===== src/rtl/pe_pkg.sv =====
// Shared constants and saturation helpers for the F/G node processing elements.
package pe_pkg;

  localparam logic MODE_F = 1'b0;
  localparam logic MODE_G = 1'b1;

  // Result of a symmetric saturation: clamped value plus an overflow flag.
  typedef struct packed {
    logic               sat;
    logic signed [31:0] val;
  } clamp_t;

  // Largest representable magnitude in a symmetric W-bit LLR.
  function automatic int llr_max(input int unsigned w);
    return (1 << (w - 1)) - 1;
  endfunction

  // Most negative legal LLR; the two's-complement extreme is excluded.
  function automatic int llr_min(input int unsigned w);
    return -llr_max(w);
  endfunction

  // Clamp a (W+1)-bit sum, held in an int, to the symmetric W-bit range.
  function automatic clamp_t sat_clamp(input int x, input int unsigned w);
    clamp_t r;
    r.sat = 1'b0;
    r.val = x;
    if (x > llr_max(w)) begin
      r.val = llr_max(w);
      r.sat = 1'b1;
    end else if (x < llr_min(w)) begin
      r.val = llr_min(w);
      r.sat = 1'b1;
    end
    return r;
  endfunction

endpackage


===== src/rtl/fg_pe_lane.sv =====
// One polar-decoder PE lane: entry clamp + abs/negate (S1), F/G + saturation (S2).
module fg_pe_lane
  import pe_pkg::*;
#(
  parameter int unsigned LLR_W = 6
) (
  input  logic             clk,
  input  logic             rst,
  input  logic             en1,
  input  logic             en2,
  input  logic             mode1,
  input  logic [LLR_W-1:0] a,
  input  logic [LLR_W-1:0] b,
  input  logic             ps,
  output logic [LLR_W-1:0] res,
  output logic             sat
);

  localparam logic [LLR_W-1:0] NEG_FULL = {1'b1, {(LLR_W-1){1'b0}}};
  localparam logic [LLR_W-1:0] MIN_V    = NEG_FULL + LLR_W'(1);

  logic [LLR_W-1:0] a_cl, b_cl, a_neg, abs_a, abs_b;
  logic [LLR_W-1:0] a1, b1, a_neg1, abs_a1, abs_b1;
  logic             ps1;
  logic [LLR_W-1:0] mag, f_res, g_op, res_d;
  logic [LLR_W:0]   g_sum;
  logic             sat_d;
  clamp_t           g_cl;

  // Entry clamp of the asymmetric extreme, then negation and magnitudes.
  always_comb begin
    a_cl  = (a == NEG_FULL) ? MIN_V : a;
    b_cl  = (b == NEG_FULL) ? MIN_V : b;
    a_neg = -a_cl;
    abs_a = a_cl[LLR_W-1] ? a_neg : a_cl;
    abs_b = b_cl[LLR_W-1] ? -b_cl : b_cl;
  end

  // S1 operand register.
  always_ff @(posedge clk) begin
    if (rst) begin
      a1     <= '0;
      b1     <= '0;
      a_neg1 <= '0;
      abs_a1 <= '0;
      abs_b1 <= '0;
      ps1    <= 1'b0;
    end else if (en1) begin
      a1     <= a_cl;
      b1     <= b_cl;
      a_neg1 <= a_neg;
      abs_a1 <= abs_a;
      abs_b1 <= abs_b;
      ps1    <= ps;
    end
  end

  // Min-sum F and partial-sum G with symmetric saturation on the G sum.
  always_comb begin
    mag   = (abs_a1 < abs_b1) ? abs_a1 : abs_b1;
    f_res = (a1[LLR_W-1] ^ b1[LLR_W-1]) ? -mag : mag;
    g_op  = ps1 ? a_neg1 : a1;
    g_sum = {g_op[LLR_W-1], g_op} + {b1[LLR_W-1], b1};
    g_cl  = sat_clamp(int'(signed'(g_sum)), LLR_W);
    if (mode1 == MODE_F) begin
      res_d = f_res;
      sat_d = 1'b0;
    end else begin
      res_d = LLR_W'(g_cl.val);
      sat_d = g_cl.sat;
    end
  end

  // S2 result register; holds while the output is stalled.
  always_ff @(posedge clk) begin
    if (rst) begin
      res <= '0;
      sat <= 1'b0;
    end else if (en2) begin
      res <= res_d;
      sat <= sat_d;
    end
  end

endmodule


===== src/rtl/fg_pe_array.sv =====
// LANES-wide F/G PE array with valid/ready pipeline, node beat framing and saturation count.
module fg_pe_array
  import pe_pkg::*;
#(
  parameter int unsigned LANES    = 8,
  parameter int unsigned LLR_W    = 6,
  parameter int unsigned BEAT_W   = 5,
  parameter int unsigned SATCNT_W = 16
) (
  input  logic                   clk,
  input  logic                   rst,
  input  logic                   s_valid,
  output logic                   s_ready,
  input  logic                   s_mode,
  input  logic [BEAT_W-1:0]      s_beats_m1,
  input  logic [LANES*LLR_W-1:0] s_llr_a,
  input  logic [LANES*LLR_W-1:0] s_llr_b,
  input  logic [LANES-1:0]       s_ps,
  output logic                   m_valid,
  input  logic                   m_ready,
  output logic [LANES*LLR_W-1:0] m_llr,
  output logic                   m_last,
  output logic [LANES-1:0]       m_sat,
  output logic [SATCNT_W-1:0]    sat_cnt
);

  localparam int unsigned POP_W = $clog2(LANES + 1);
  localparam int unsigned SUM_W = ((SATCNT_W > POP_W) ? SATCNT_W : POP_W) + 1;
  localparam logic [SATCNT_W-1:0] SAT_MAX = '1;

  logic              v1, v2;
  logic              ld1, ld2, acc, en2;
  logic              first, eff_mode, last_in;
  logic [BEAT_W-1:0] eff_len, cnt, len_q;
  logic              mode_q, mode1, last1;
  logic [POP_W-1:0]  pop;
  logic [SUM_W-1:0]  sat_sum;

  // Stage load enables, input acceptance and first/last-beat decode.
  always_comb begin
    ld2      = !v2 || m_ready;
    ld1      = !v1 || ld2;
    acc      = s_valid && ld1;
    en2      = ld2 && v1;
    first    = (cnt == '0);
    eff_mode = first ? s_mode : mode_q;
    eff_len  = first ? s_beats_m1 : len_q;
    last_in  = (cnt == eff_len);
  end

  assign s_ready = ld1;
  assign m_valid = v2;

  // Beat counter and per-node mode/length capture on the first beat.
  always_ff @(posedge clk) begin
    if (rst) begin
      cnt    <= '0;
      mode_q <= 1'b0;
      len_q  <= '0;
    end else if (acc) begin
      if (first) begin
        mode_q <= s_mode;
        len_q  <= s_beats_m1;
      end
      cnt <= last_in ? '0 : cnt + BEAT_W'(1);
    end
  end

  // Pipeline valids plus the per-beat mode and last sidebands.
  always_ff @(posedge clk) begin
    if (rst) begin
      v1     <= 1'b0;
      v2     <= 1'b0;
      mode1  <= 1'b0;
      last1  <= 1'b0;
      m_last <= 1'b0;
    end else begin
      if (ld1) begin
        v1 <= acc;
      end
      if (acc) begin
        mode1 <= eff_mode;
        last1 <= last_in;
      end
      if (ld2) begin
        v2 <= v1;
      end
      if (en2) begin
        m_last <= last1;
      end
    end
  end

  // Per-lane datapath.
  for (genvar i = 0; i < LANES; i++) begin : g_lane
    fg_pe_lane #(
      .LLR_W(LLR_W)
    ) u_lane (
      .clk  (clk),
      .rst  (rst),
      .en1  (acc),
      .en2  (en2),
      .mode1(mode1),
      .a    (s_llr_a[i*LLR_W +: LLR_W]),
      .b    (s_llr_b[i*LLR_W +: LLR_W]),
      .ps   (s_ps[i]),
      .res  (m_llr[i*LLR_W +: LLR_W]),
      .sat  (m_sat[i])
    );
  end

  // Saturated lanes on the current output beat, and the clamped running total.
  always_comb begin
    pop = '0;
    for (int i = 0; i < LANES; i++) begin
      pop = pop + POP_W'(m_sat[i]);
    end
    sat_sum = SUM_W'(sat_cnt) + SUM_W'(pop);
  end

  // Saturation event counter, sticky at all-ones.
  always_ff @(posedge clk) begin
    if (rst) begin
      sat_cnt <= '0;
    end else if (v2 && m_ready) begin
      sat_cnt <= (sat_sum > SUM_W'(SAT_MAX)) ? SAT_MAX : SATCNT_W'(sat_sum);
    end
  end

endmodule

===== config.mk =====
export PLATFORM = sky130hd
export DESIGN_NAME = fg_pe_array
export DESIGN_NICKNAME = d
export VERILOG_FILES = /design/src/rtl/pe_pkg.sv /design/src/rtl/fg_pe_lane.sv /design/src/rtl/fg_pe_array.sv
export SDC_FILE = /design/constraint.sdc
export NUM_CORES = 1
export LEC_CHECK = 0
export CORE_ASPECT_RATIO = 2
export CORE_UTILIZATION = 28
export DETAILED_ROUTE_END_ITERATION = 12
export GPL_TIMING_DRIVEN = 0
export PLACE_DENSITY = 0.44
export SYNTH_ARGS = -nofsm -noshare
export SYNTH_HDL_FRONTEND = slang
export SYNTH_SLANG_ARGS = --single-unit

===== constraint.sdc =====
create_clock -name clk -period 12.1 [get_ports clk]
set_input_delay 3.63 -clock clk [delete_from_list [all_inputs] [get_ports clk]]
set_output_delay 3.63 -clock clk [all_outputs]
set_load 0.01 [all_outputs]

==> summary.txt, run 1 <==
Status
  • Status: finished clean

Layout
  • Area delta synth->final: 20.9%
  • Most common cell after layout, fill and taps aside: nand2_1
  • Fraction of layout cells with a size suffix above 1: 4.46%
  • Most frequent cells in the layout: nand2_1 (397), dfxtp_1 (311), a21oi_1 (259)
  • Number of antenna diodes: 0
  • FF+latch area: 0.00623 sq mm
  • Fillers: 7248
  • Area of the multi-input gates: 0.0119 sq mm
  • Finished Layout Cells: 3561
  • Post-layout nets: 2913
  • Final core utilization: 34.2%

Place
  • Pre-CTS setup slack: 3.44 ns
  • Routability cong.: 0.901
  • Placed Cells: 3504
  • PortBufs: 181
  • Post-DP HPWL: 63.3 mm

Floorplan
  • Die H: 372 microns
  • Initial Utilization: 28.3%
  • FP Rows: 135
  • I/O pins: 189
  • Die area: 0.0694 sq mm
  • Die outline width: 187 microns
  • Area of the core: 0.0676 sq mm

Route
  • Post-Route WL: 80.9 mm
  • Via count: 18324
  • Detailed Routing Iterations Pass 1: 5
  • DRC errors left: 0
  • WL/cell: 22.7 microns
  • Initial DRC count: 918
  • Vias per Instance: 5.15
  • Number of nets with antenna violations after routing: 0

Timing
  • Fin Setup TNS: 0 ns
  • Worst-Margin Slew: 1.48 ns
  • Slew margin rel.: 1.46%
  • Setup Skew: 0.0133 ns
  • RSZ-0062 raised after global routing: no
  • Final count of hold timing violations: 0
  • Setup ws final: 3.40 ns
  • Final period util: 71.9%
  • Max Fclk: 0.115 GHz
  • Max-slew violation count: 0
  • Final setup vio count: 0
  • Period minus WS final: 8.70 ns

Logic synthesis
  • Synth Flop Type: dfxtp_1
  • Seq/Total Area, Yosys: 32.5%
  • Async SR Flop Fraction: 0%
  • Syn nets: 2696
  • Mapped Cells: 2433
  • Synth warn: 0
  • Yosys reg bits: 311
  • Number of flops mapped to enable cells by yosys: 0
  • Syn_area_per_cell: 7.86 sq um
  • Yosys cell types: 82
  • Netlist Area Pre-Place: 0.0191 sq mm

Setup path
  • Critical Path End Type: output port
  • Most frequent CP cell: clkdlybuf4s50_1
  • Critical Path Start Type: input pin
  • Critical Path, Cell by Cell: clkdlybuf4s50_1 -> nor2b_1 -> nand2_1 -> clkdlybuf4s50_1
  • Crit Path Category: input pin to output port
  • CP peak stage delay: 0.53 ns
  • Arr. time, crit path: 5.07 ns
  • Slowest CP cell: clkdlybuf4s50_1
  • Crit path max fanout: 4
  • Crit path required time: 8.47 ns

Pwr
  • PD cells: 129 mW/mm^2
  • Total Power: 2.99 mW
  • Pleak: 8.99 nW
  • Peak supply drop: 0.0725 mV

Flow run
  • MaxCap Viol Count: 0

Clock network
  • Cts bufs inserted: 34
  • Worst-path clk slew: 0.06 ns
  • Clock root cell: clkbuf_16
  • # resized after CTS: 0
  • CTS H-tree depth: 2
  • Max clock buf depth: 3
  • Worst-Skew Late Latency: 0.55 ns
  • Post-CTS Setup Inserts: 0
  • # hold bufs at CTS: 0
  • CTS Sinks: 311
  • CTS tree: built

GRT
  • Vias in the first global route: 18465
  • Global-route wire length before repair: 118 mm
  • Gr ovfl total: 0
  • Initial antenna violation count: 0
  • Overall Global Routing Usage: 23.0%
  • Largest net degree at the start of global routing: 14

Min path
  • Min-Delay Path Class: flop to flop
==> flip-flops by register name, indices dropped and copies added, names as in the netlist, 5 cells and up <==
| register | flops |
|---|---|
| g_lane.u_lane.a1 | 40 |
| g_lane.u_lane.abs_a1 | 48 |
| cnt | 5 |
| sat_cnt | 16 |
| g_lane.u_lane.a_neg1 | 40 |
| len_q | 5 |
| g_lane.u_lane.ps1 | 8 |
| g_lane.u_lane.sat | 8 |
| g_lane.u_lane.abs_b1 | 48 |
| g_lane.u_lane.res | 48 |
| g_lane.u_lane.b1 | 40 |
==> synth_stat cells, types with 44 or more instances <==
| library cell | n | share of area [%] |
|---|---|---|
| nor3_1 | 44 | 1.2 |
| dfxtp_1 | 311 | 33 |
| o21ai_0 | 81 | 2.1 |
| nand2_1 | 397 | 7.8 |
| mux2i_1 | 50 | 2.6 |
| xor2_1 | 73 | 3.3 |
| a211oi_1 | 114 | 4.5 |
| ha_1 | 136 | 8.9 |
| inv_1 | 116 | 2.3 |
| a21oi_1 | 259 | 6.8 |
| xnor2_1 | 83 | 3.8 |
| nor2_1 | 237 | 4.7 |
| clkbuf_1 | 114 | 2.2 |
==> stage by stage <==
step                hold slack (ns)  area (sq um)
floorplan                     0.428         19100
global placement              0.437         22100
detailed placement            0.444         22100
CTS                           0.453         23100
global route                  0.471         23100
finish                        0.452         23100
==> per-layer routing <==
layer,up-vias,GRT usage [%],wire length [microns]
li1,8833,-,-
met1,8803,24.7,31300
met2,524,43.6,41900
met3,164,2.68,3210
met4,0,12.0,4440
met5,-,0,0
==> final cells by class <==
cell class | instances | share of cell area (%)
repair buffers | 181 | 7.83
clock inverters | 8 | 0.308
multi-input cells | 1869 | 51.5
flip-flops and latches | 311 | 26.9
inverters | 117 | 1.90
plain buffers | 136 | 2.39
well taps | 890 | 4.82
clock buffers | 49 | 4.33
==> critical path, delay by kind of cell <==
| family | cells | cell delay, ns |
|---|---|---|
| and+or+nand+nor | 2 | 0.42 |
| buffers and inverters | 2 | 1.02 |
==> worst paths after layout <==
kind,startpoint,end,slack (ns),depth (start not counted)
setup / recovery,m_ready,s_ready,3.40,4
hold / removal,g_lane[5].u_lane.a_neg1[2],g_lane[5].u_lane.a_neg1[2],0.45,2
setup reg to reg,g_lane[2].u_lane.sat,sat_cnt[4],7.71,12
hold reg to reg,g_lane[5].u_lane.a_neg1[2],g_lane[5].u_lane.a_neg1[2],0.45,2
==> where the power goes <==
part           internal (mW)  total, mW  switching [mW]  leakage (nW)
sequential              1.09       1.16          0.0698          2.56
clock                  0.597       1.07           0.476         0.526
combinational          0.300      0.762           0.462          5.90
==> cell families (layout without fill, tap and decap cells) <==
group                    after synthesis  after routing  share of synthesized area [%]
AO/OA/AOI/OAI                        615            615                           20.1
XOR/XNOR                             157            157                           7.23
adder cells (fa/ha/maj)              153            153                           10.5
buffers and inverters                253            491                           5.18
flip-flops                           311            311                           32.5
multiplexers                          88             88                           4.87
AND/OR/NAND/NOR                      856            856                           19.6
No activity file was read; power rests on OpenSTA's default activity.
==> inputs of run 2 (changes only) <==
Settings changed: PLACE_DENSITY 0.44 to 0.46.
Clock period 12.1 ns to 7.45 ns, I/O delays scaled along.
==> run 2 against run 1 <==
  * Clock skew is 0.0064 ns higher
  * First-iteration DRC count is 5.3% lower
  * Highest routed layer unchanged
  * Wire length is 0.59% lower
  * Critical path type unchanged
  * Critical endpoint unchanged
  * Cell count stayed put
  * Core utilization hardly changed
==> summary.txt, run 2 (synthesis results as in run 1) <==
Clock network
  • Worst-path clk slew: 0.06 ns
  • Max clock buf depth: 3
  • CTS H-tree depth: 1
  • # resized after CTS: 0
  • # hold bufs at CTS: 0
  • Worst-Skew Late Latency: 0.62 ns
  • CTS Sinks: 311
  • Cts bufs inserted: 31
  • CTS tree: built
  • Clock root cell: clkbuf_16
  • Post-CTS Setup Inserts: 0

Timing
  • Period minus WS final: 5.95 ns
  • Setup Skew: 0.0197 ns
  • Fin Setup TNS: 0 ns
  • RSZ-0062 raised after global routing: no
  • Final count of hold timing violations: 0
  • Final setup vio count: 0
  • Slew margin rel.: 7.53%
  • Final period util: 79.9%
  • Worst-Margin Slew: 1.39 ns
  • Max Fclk: 0.168 GHz
  • Final hold slack: 0.455 ns
  • Max-slew violation count: 0

Flow run
  • MaxCap Viol Count: 0

Route
  • Post-Route WL: 80.4 mm
  • Via count: 18131
  • Initial DRC count: 869
  • Number of nets with antenna violations after routing: 0
  • Vias per Instance: 5.09
  • Detailed Routing Iterations Pass 1: 5
  • DRC errors left: 0
  • WL/cell: 22.6 microns

Pwr
  • Pleak: 8.96 nW
  • PD cells: 208 mW/mm^2
  • Peak supply drop: 0.178 mV

Layout
  • Most common cell after layout, fill and taps aside: nand2_1
  • Final instance area: 0.0231 sq mm
  • Area delta synth->final: 20.8%
  • Most frequent cells in the layout: nand2_1 (397), dfxtp_1 (311), a21oi_1 (259)
  • Post-layout nets: 2910
  • Number of antenna diodes: 0
  • Fillers: 7233
  • FF+latch area: 0.00623 sq mm
  • Biggest regs: g_lane.u_lane.abs_a1: 48 flops, g_lane.u_lane.abs_b1: 48 flops, g_lane.u_lane.res: 48 flops
  • Fraction of layout cells with a size suffix above 1: 4.57%
  • Area of the multi-input gates: 0.0119 sq mm

Setup path
  • Critical Path, Cell by Cell: clkdlybuf4s50_1 -> nor2b_1 -> nand2_1 -> clkdlybuf4s50_1
  • CP delay by family, top: buffers and inverters
  • Crit Path Category: input pin to output port
  • Crit path required time: 5.22 ns
  • Arr. time, crit path: 3.71 ns
  • CP peak stage delay: 0.52 ns
  • Critical Path End Type: output port
  • Crit path max fanout: 4
  • Worst R2R Setup Slack: 3.15 ns
  • Most frequent CP cell: clkdlybuf4s50_1
  • Critical Path Start Type: input pin
  • Slowest CP cell: clkdlybuf4s50_1
  • Worst path bufs/invs: 2

Status
  • Status: finished clean

Floorplan
  • Die H: 372 microns
  • FP Rows: 135
  • Area of the core: 0.0676 sq mm
  • Initial Utilization: 28.3%
  • Die outline width: 187 microns
  • Die area: 0.0694 sq mm
  • I/O pins: 189

Place
  • PortBufs: 181
  • Routability cong.: 0.901
  • Area after DPL: 0.0221 sq mm
  • Post-DP HPWL: 63.2 mm

GRT
  • Overall Global Routing Usage: 22.7%
  • Gr ovfl total: 0
  • Largest net degree at the start of global routing: 16
  • Global-route wire length before repair: 117 mm
  • Vias in the first global route: 18145
  • Initial antenna violation count: 0

Min path
  • Min-Delay Path Class: flop to flop
run 2: cell count changes in the layout (fill, tap and decap cells not counted), sizes merged:
cell / delta
inv: +1
clkinvlp: +5
bufinv: +3
clkbuf: -9
run 2: final timing paths:
kind | cells after the start | startpoint | end
min reg2reg | 2 | g_lane[5].u_lane.a_neg1[3] | g_lane[5].u_lane.a_neg1[3]
max | 4 | m_ready | s_ready
max reg2reg | 12 | sat_cnt[0] | sat_cnt[6]
min | 2 | g_lane[5].u_lane.a_neg1[3] | g_lane[5].u_lane.a_neg1[3]
run 2: cell type report:
class | count | area share (%)
Buffer | 136 | 2.39
Clock buffer | 40 | 3.63
Clock inverter | 17 | 0.899
Inverter | 117 | 1.90
Multi-Input combinational cell | 1869 | 51.6
Sequential cell | 311 | 27.0
Tap cell | 890 | 4.82
Timing Repair Buffer | 181 | 7.84
run 2: tightest hold or removal path: stages, from the launching register on:
cell     delay [ns]
dfxtp_1        0.31
nand2_1        0.05
a21oi_1        0.05
run 2: where the power goes:
part	internal [mW]	switching, mW	leakage, nW
combinational	0.486	0.743	5.90
clock	0.935	0.765	0.496
sequential	1.77	0.115	2.56
run 2: layer usage:
metal  vias up  wire length [microns]  track usage (%)
li1       8828                      -                -
met1      8675                  30400             24.0
met2       491                  42600             44.0
met3       137                   3380             2.56
met4         0                   3960             11.0
met5         -                      0                0
run 2: stage by stage:
| step | setup slack [ns] | cells | util (%) | total power, mW |
|---|---|---|---|---|
| 2_1_floorplan | 2.69 | 2433 | - | 2.65 |
| 3_3_place_gp | 1.55 | 3504 | 32.6 | 3.13 |
| 3_5_place_dp | 1.56 | 3504 | 32.6 | 3.14 |
| 4_1_cts | 1.55 | 3561 | 34.2 | 4.85 |
| 5_1_grt | 1.47 | 3561 | 34.2 | 5.03 |
| 6_report | 1.50 | 3561 | 34.2 | 4.81 |
